--- src/rtl/instr_fetch_if.sv ---
// Instruction handshake bundle between the fetch stage and the controller/datapath.
// The master drives the registered instruction and its valid flag; the slave returns ready.
interface instr_fetch_if #(
    parameter int DATA_W = 32
) ();
    logic [DATA_W-1:0] instr;
    logic              instr_valid;
    logic              instr_ready;

    modport master (
        output instr,
        output instr_valid,
        input  instr_ready
    );

    modport slave (
        input  instr,
        input  instr_valid,
        output instr_ready
    );
endinterface

--- src/rtl/instr_fetch.sv ---
// Instruction fetch stage: loadable instruction memory plus PC, presenting one registered
// instruction per accepted cycle and stopping when a HALT opcode is reached.
module instr_fetch #(
    parameter int         DEPTH   = 64,
    parameter int         ADDR_W  = 6,
    parameter int         DATA_W  = 32,
    parameter logic [5:0] HALT_OP = 6'b111111
) (
    input  logic              i_clk,
    input  logic              i_rst,
    input  logic              i_start,
    input  logic              i_prog_we,
    input  logic [ADDR_W-1:0] i_prog_addr,
    input  logic [DATA_W-1:0] i_prog_data,
    instr_fetch_if.master     o_fetch,
    output logic [ADDR_W-1:0] o_pc,
    output logic              o_halted,
    output logic              o_busy
);

    typedef enum logic [1:0] {
        IDLE = 2'd0,
        RUN  = 2'd1,
        HALT = 2'd2
    } state_t;

    state_t            r_state;
    state_t            w_nextState;
    logic [DATA_W-1:0] r_mem [DEPTH];
    logic [ADDR_W-1:0] r_pc;
    logic [ADDR_W-1:0] w_nextPc;
    logic [DATA_W-1:0] r_instr;
    logic [DATA_W-1:0] w_nextInstr;
    logic              r_valid;
    logic              w_nextValid;
    logic              r_halted;
    logic              w_nextHalted;
    logic [DATA_W-1:0] w_word;
    logic              w_isHalt;
    logic              w_load;

    assign w_word   = r_mem[r_pc];
    assign w_isHalt = (w_word[DATA_W-1 -: 6] == HALT_OP);
    assign w_load   = !r_valid || o_fetch.instr_ready;

    // Program writes are locked out while fetching so the running program cannot change underneath.
    always_ff @(posedge i_clk) begin
        if (i_prog_we && (r_state != RUN)) begin
            r_mem[i_prog_addr] <= i_prog_data;
        end
    end

    always_ff @(posedge i_clk) begin
        if (i_rst) begin
            r_state  <= IDLE;
            r_pc     <= '0;
            r_instr  <= '0;
            r_valid  <= 1'b0;
            r_halted <= 1'b0;
        end else begin
            r_state  <= w_nextState;
            r_pc     <= w_nextPc;
            r_instr  <= w_nextInstr;
            r_valid  <= w_nextValid;
            r_halted <= w_nextHalted;
        end
    end

    // A HALT word is never presented downstream; PC stays on it so software can see where fetch stopped.
    always_comb begin
        w_nextState  = r_state;
        w_nextPc     = r_pc;
        w_nextInstr  = r_instr;
        w_nextValid  = r_valid;
        w_nextHalted = r_halted;
        case (r_state)
            IDLE: begin
                if (i_start) begin
                    w_nextState = RUN;
                    w_nextPc    = '0;
                end
            end
            RUN: begin
                if (w_load) begin
                    if (w_isHalt) begin
                        w_nextValid  = 1'b0;
                        w_nextHalted = 1'b1;
                        w_nextState  = HALT;
                    end else begin
                        w_nextInstr = w_word;
                        w_nextValid = 1'b1;
                        w_nextPc    = r_pc + 1'b1;
                    end
                end
            end
            HALT: begin
                w_nextValid = 1'b0;
                if (i_start) begin
                    w_nextState  = RUN;
                    w_nextPc     = '0;
                    w_nextHalted = 1'b0;
                end
            end
            default: begin
                w_nextState = IDLE;
            end
        endcase
    end

    assign o_fetch.instr       = r_instr;
    assign o_fetch.instr_valid = r_valid;
    assign o_pc                = r_pc;
    assign o_halted            = r_halted;
    assign o_busy              = (r_state == RUN);

endmodule

--- src/flat_wrapper.sv ---
// flat-port wrapper written by rule: the top's interface ports become plain ports
module instr_fetch_flat 
#(
    parameter int         DEPTH   = 64,
    parameter int         ADDR_W  = 6,
    parameter int         DATA_W  = 32,
    parameter logic [5:0] HALT_OP = 6'b111111
)
  (i_clk, i_rst, i_start, i_prog_we, i_prog_addr, i_prog_data, o_pc, o_halted, o_busy, o_fetch_instr, o_fetch_instr_valid, o_fetch_instr_ready);
  instr_fetch_if #(.DATA_W(DATA_W)) o_fetch_i ();
  input  logic i_clk;
  input  logic i_rst;
  input  logic i_start;
  input  logic i_prog_we;
  input  logic [ADDR_W-1:0] i_prog_addr;
  input  logic [DATA_W-1:0] i_prog_data;
  output logic [ADDR_W-1:0] o_pc;
  output logic o_halted;
  output logic o_busy;
  output wire logic [$bits(o_fetch_i.instr)-1:0] o_fetch_instr;
  output wire logic [$bits(o_fetch_i.instr_valid)-1:0] o_fetch_instr_valid;
  input wire logic [$bits(o_fetch_i.instr_ready)-1:0] o_fetch_instr_ready;
  assign o_fetch_instr = o_fetch_i.instr;
  assign o_fetch_instr_valid = o_fetch_i.instr_valid;
  assign o_fetch_i.instr_ready = o_fetch_instr_ready;
  instr_fetch #(.DEPTH(DEPTH), .ADDR_W(ADDR_W), .DATA_W(DATA_W), .HALT_OP(HALT_OP)) u_core (.i_clk(i_clk), .i_rst(i_rst), .i_start(i_start), .i_prog_we(i_prog_we), .i_prog_addr(i_prog_addr), .i_prog_data(i_prog_data), .o_fetch(o_fetch_i), .o_pc(o_pc), .o_halted(o_halted), .o_busy(o_busy));
endmodule
--- config.mk ---
export PLATFORM = sky130hd
export DESIGN_NAME = instr_fetch_flat
export DESIGN_NICKNAME = d
export VERILOG_FILES = /design/src/rtl/instr_fetch_if.sv /design/src/rtl/instr_fetch.sv /design/src/flat_wrapper.sv
export SDC_FILE = /design/constraint.sdc
export NUM_CORES = 2
export LEC_CHECK = 0
export BUFFER_PORTS_ARGS = -buffer_cell sky130_fd_sc_hd__buf_2
export CORE_MARGIN = 10
export CORE_UTILIZATION = 25
export DETAILED_ROUTE_END_ITERATION = 10
export PLACE_DENSITY_LB_ADDON = 0.12
export SYNTH_ARGS = -nofsm -noshare
export SYNTH_HDL_FRONTEND = slang
export SYNTH_SLANG_ARGS = --single-unit
export TNS_END_PERCENT = 5
--- constraint.sdc ---
create_clock -name i_clk -period 6.3 [get_ports i_clk]
set_input_delay 1.26 -clock i_clk [delete_from_list [all_inputs] [get_ports i_clk]]
set_output_delay 1.26 -clock i_clk [all_outputs]
set_load 0.02 [all_outputs]
==> results by group <==
Floorplan
  • Die area: 0.3449 sq mm
  • Boundary Pins: 84
  • Die width: 587.3 um
  • Core area: 0.3209 sq mm
  • Die Ht: 587.3 um
  • Initial Util: 25.07%
  • Standard-cell rows: 208

Clock tree
  • Post-CTS Hold Buffers: 0
  • Post-CTS sizing: 0
  • TritonCTS clock tree: done
  • Clock Tree Buf Depth: 4
  • Setup Buffers After CTS: 0
  • Clock sinks: 2096
  • Worst-skew pair later-pin latency: 0.90 ns
  • Number of H-tree levels: 4
  • Worst-path clk slew: 0.06 ns
  • Num CTS Buffers: 236
  • Clock Root Buffer: clkbuf_16

Route
  • Drt total wl: 261.7 mm
  • Wire per inst: 32.10 um
  • Number of routed nets with antenna violations: 0
  • DRT iter0 DRCs: 3624
  • Drt drc: 0
  • Via count: 37.39k
  • Vias per cell: 4.585
  • First drt pass iteration count: 7

STA
  • RSZ-0062 raised after global routing: no
  • Minimum hold slack: 0.4771 ns
  • Minimum clock period: 5.249 ns
  • Setup TNS: 0 ns
  • Final Max Slew Viols: 0
  • Max transition margin: 10.87%
  • # setup viols final: 0
  • Slew at the pin with the worst max-slew slack: 1.337 ns
  • Final worst-path cycle share: 83.31%
  • Layout Skew: 0.04086 ns
  • Final hold vios: 0
  • Achievable Freq: 0.1905 GHz

Logic synthesis
  • Synth Instances: 3352
  • Syn_nets: 3396
  • Yosys warns: 0
  • Cell area after synthesis: 0.08046 sq mm
  • Register area share after synthesis: 77.63%
  • Synth Flop Type: edfxtp_1
  • Post-synthesis cell type count: 70
  • EDFF count, synth: 2048
  • Syn Area/Cell: 24.00 sq um
  • Seq cells post-synth: 2096
  • Async set or reset register ratio after synthesis: 0%

Finish
  • P&R area growth vs syn: 17.91%
  • Nets: 3688
  • Share of cells above drive strength 1: 32.72%
  • Final Cell Area: 0.09486 sq mm
  • Post-route insts no fill: 8155
  • Fill cells: 30.88k

Pwr
  • NetSw: 6255 uW
  • Comb pwr share: 3.4%
  • Clk pwr share: 45.0%
  • P per Cell Area: 314.3 mW/mm^2
  • Worst VDD drop: 0.1987 mV
  • Internal power: 23560 uW
  • Switching Fraction: 20.98%
  • Leakage: 0.02819 uW
  • Sequential power share: 51.7%

Run
  • Total of max-cap violations: 0

GRT
  • Largest net degree at the start of global routing: 106
  • Antenna violations before repair: 38
  • Gr ovfl total: 0
  • First-pass GRT wire length: 353.5 mm
  • Number of global-route vias before repair: 39.18k
  • Total global routing track utilization: 14.73%

Min path
  • Hold/Removal Path Class: reg -> reg
  • Worst hold path endpoint: u_core.o_fetch.instr[9]
  • Hold Crit Start: u_core.o_fetch.instr[9]
  • Worst hold stages: 2

Setup path
  • CP required: 7.09 ns
  • WP data arrival: 6.03 ns
  • WS Path Type: reg -> reg
  • R2r endpoint: u_core.o_fetch.instr[13]
  • Crit end category: flop
  • Flop2flop setup slack: 1.05 ns
  • Crit path max fanout: 40
  • Crit path launch type: flop
  • Reg2Reg Depth: 10

Placed design
  • Routability Congestion: 0.7258
  • Detailed placement HPWL: 150.2 mm
  • Total placed cells including tap cells: 7711
  • Port bufs: 83
  • Placed cell area: 0.08742 sq mm

Status
  • Outcome: finished clean
placed cells by master (no fill, tap or decap), types with 8 or more instances in the layout:
cell	n
clkbuf_1	69
mux4_2	602
inv_1	8
buf_2	82
nor2b_1	15
buf_4	117
clkinv_1	39
o22ai_1	10
mux2_2	12
diode_2	14
buf_12	35
nand2b_1	69
nand3_1	21
clkbuf_16	239
a21oi_1	11
dfxtp_1	44
clkbuf_8	13
nand2_1	35
nor2_1	16
mux2i_1	73
clkinv_2	45
bufinv_16	18
nor3_1	16
edfxtp_1	2048
mux4_1	19
nor2_4	64
cell usage after synthesis, types with 6 or more instances:
master	count	area [sq um]
edfxtp_1	2048	61500
mux4_2	602	13560
nor2_1	80	300.3
mux2i_1	73	730.7
clkbuf_1	72	270.3
nand2b_1	69	431.7
buf_1	52	195.2
dfxtp_1	48	960.9
nand2_1	35	131.4
buf_2	27	135.1
nand3_1	21	105.1
mux4_1	19	499.2
buf_4	16	120.1
nor3_1	16	80.08
nor2b_1	15	93.84
mux2_2	12	135.1
a21oi_1	11	55.05
o22ai_1	10	62.56
inv_1	9	33.78
a211oi_1	7	52.55
a22oi_1	7	52.55
buf_6	7	78.83
a31oi_1	6	37.54
buf_12	6	120.1
nor4_1	6	37.54
o21ai_0	6	30.03
worst max path at each step:
stage / start / cells after the start / to
after floorplan: i_prog_addr[4] / 4 / u_core.r_mem[16][0]
after global placement: flop / 10 / u_core.o_fetch.instr[9]
after detailed placement: flop / 10 / u_core.o_fetch.instr[6]
after CTS: flop / 10 / u_core.o_fetch.instr[13]
after global routing: flop / 10 / u_core.o_fetch.instr[20]
final: flop / 10 / u_core.o_fetch.instr[13]
layer usage:
metal  up-vias  global-route usage (%)  part of all wire [%]
li1      15052                       -                     -
met1     20924                   20.53                    45
met2      1050                   23.85                    47
met3       350                   2.597                   5.2
met4        12                   3.825                   2.5
met5         -                       0                 0.023
logic make-up (layout without fill, tap and decap cells):
logic type / after synthesis / in the layout / synth area share (%)
AO/OA/AOI/OAI: 87 / 87 / 0.8491
adder cells (fa/ha/maj): 1 / 1 / 0.01555
other: 0 / 14 / 0
buffers and inverters: 191 / 675 / 1.194
AND/OR/NAND/NOR: 270 / 270 / 1.748
flip-flops: 2096 / 2096 / 77.63
multiplexers: 707 / 707 / 18.56
power groups by stage:
| stage | sequential, uW | clock (uW) | combinational [uW] |
|---|---|---|---|
| 5_1_grt | 15400 | 14400 | 1090 |
| 3_5_place_dp | 15700 | 0 | 1040 |
| 4_1_cts | 15400 | 13800 | 1040 |
| 3_3_place_gp | 15700 | 0 | 1040 |
| 2_1_floorplan | 15700 | 0 | 555 |
| 6_report | 15400 | 13400 | 1010 |
final cells by class:
type                            count  area (sq um)  area share, %
Sequential cell                  2096         62470          65.86
Multi-Input combinational cell   1065         17520          18.47
Clock buffer                      321          6419          6.766
Tap cell                         4305          5386          5.678
Timing Repair Buffer              234          1989          2.097
Clock inverter                    109         993.5          1.047
Inverter                           11         50.05        0.05276
Antenna cell                       14         35.03        0.03693
per-stage QoR:
stage | util [%] | setup slack [ns] | power [uW]
after global routing | 29.56 | 0.8194 | 30860
after CTS | 29.55 | 0.9448 | 30270
after detailed placement | 27.24 | 1.007 | 16750
after floorplan | - | 2.437 | 16250
after global placement | 27.24 | 1.017 | 16740
final | 29.56 | 1.051 | 29820
state kept, by name, summed over array words and instances (netlist names), named ones only:
register and count:
u_core.o_fetch.instr_valid 1, u_core.r_state 2, u_core.o_halted 1, u_core.o_pc 6, u_core.r_mem 2048, u_core.o_fetch.instr 32
critical path, stage by stage (launching register included):
cell and delay [ns]:
dfxtp_4 0.90, buf_4 0.69, mux4_2 0.34, nand2_1 0.05
a21oi_1 0.35, nor4_1 0.19, nor4_4 0.33, nand3_2 0.19
o21ai_4 1.00, buf_4 0.59, mux2i_1 0.25
(Power assumes the default switching activity.)
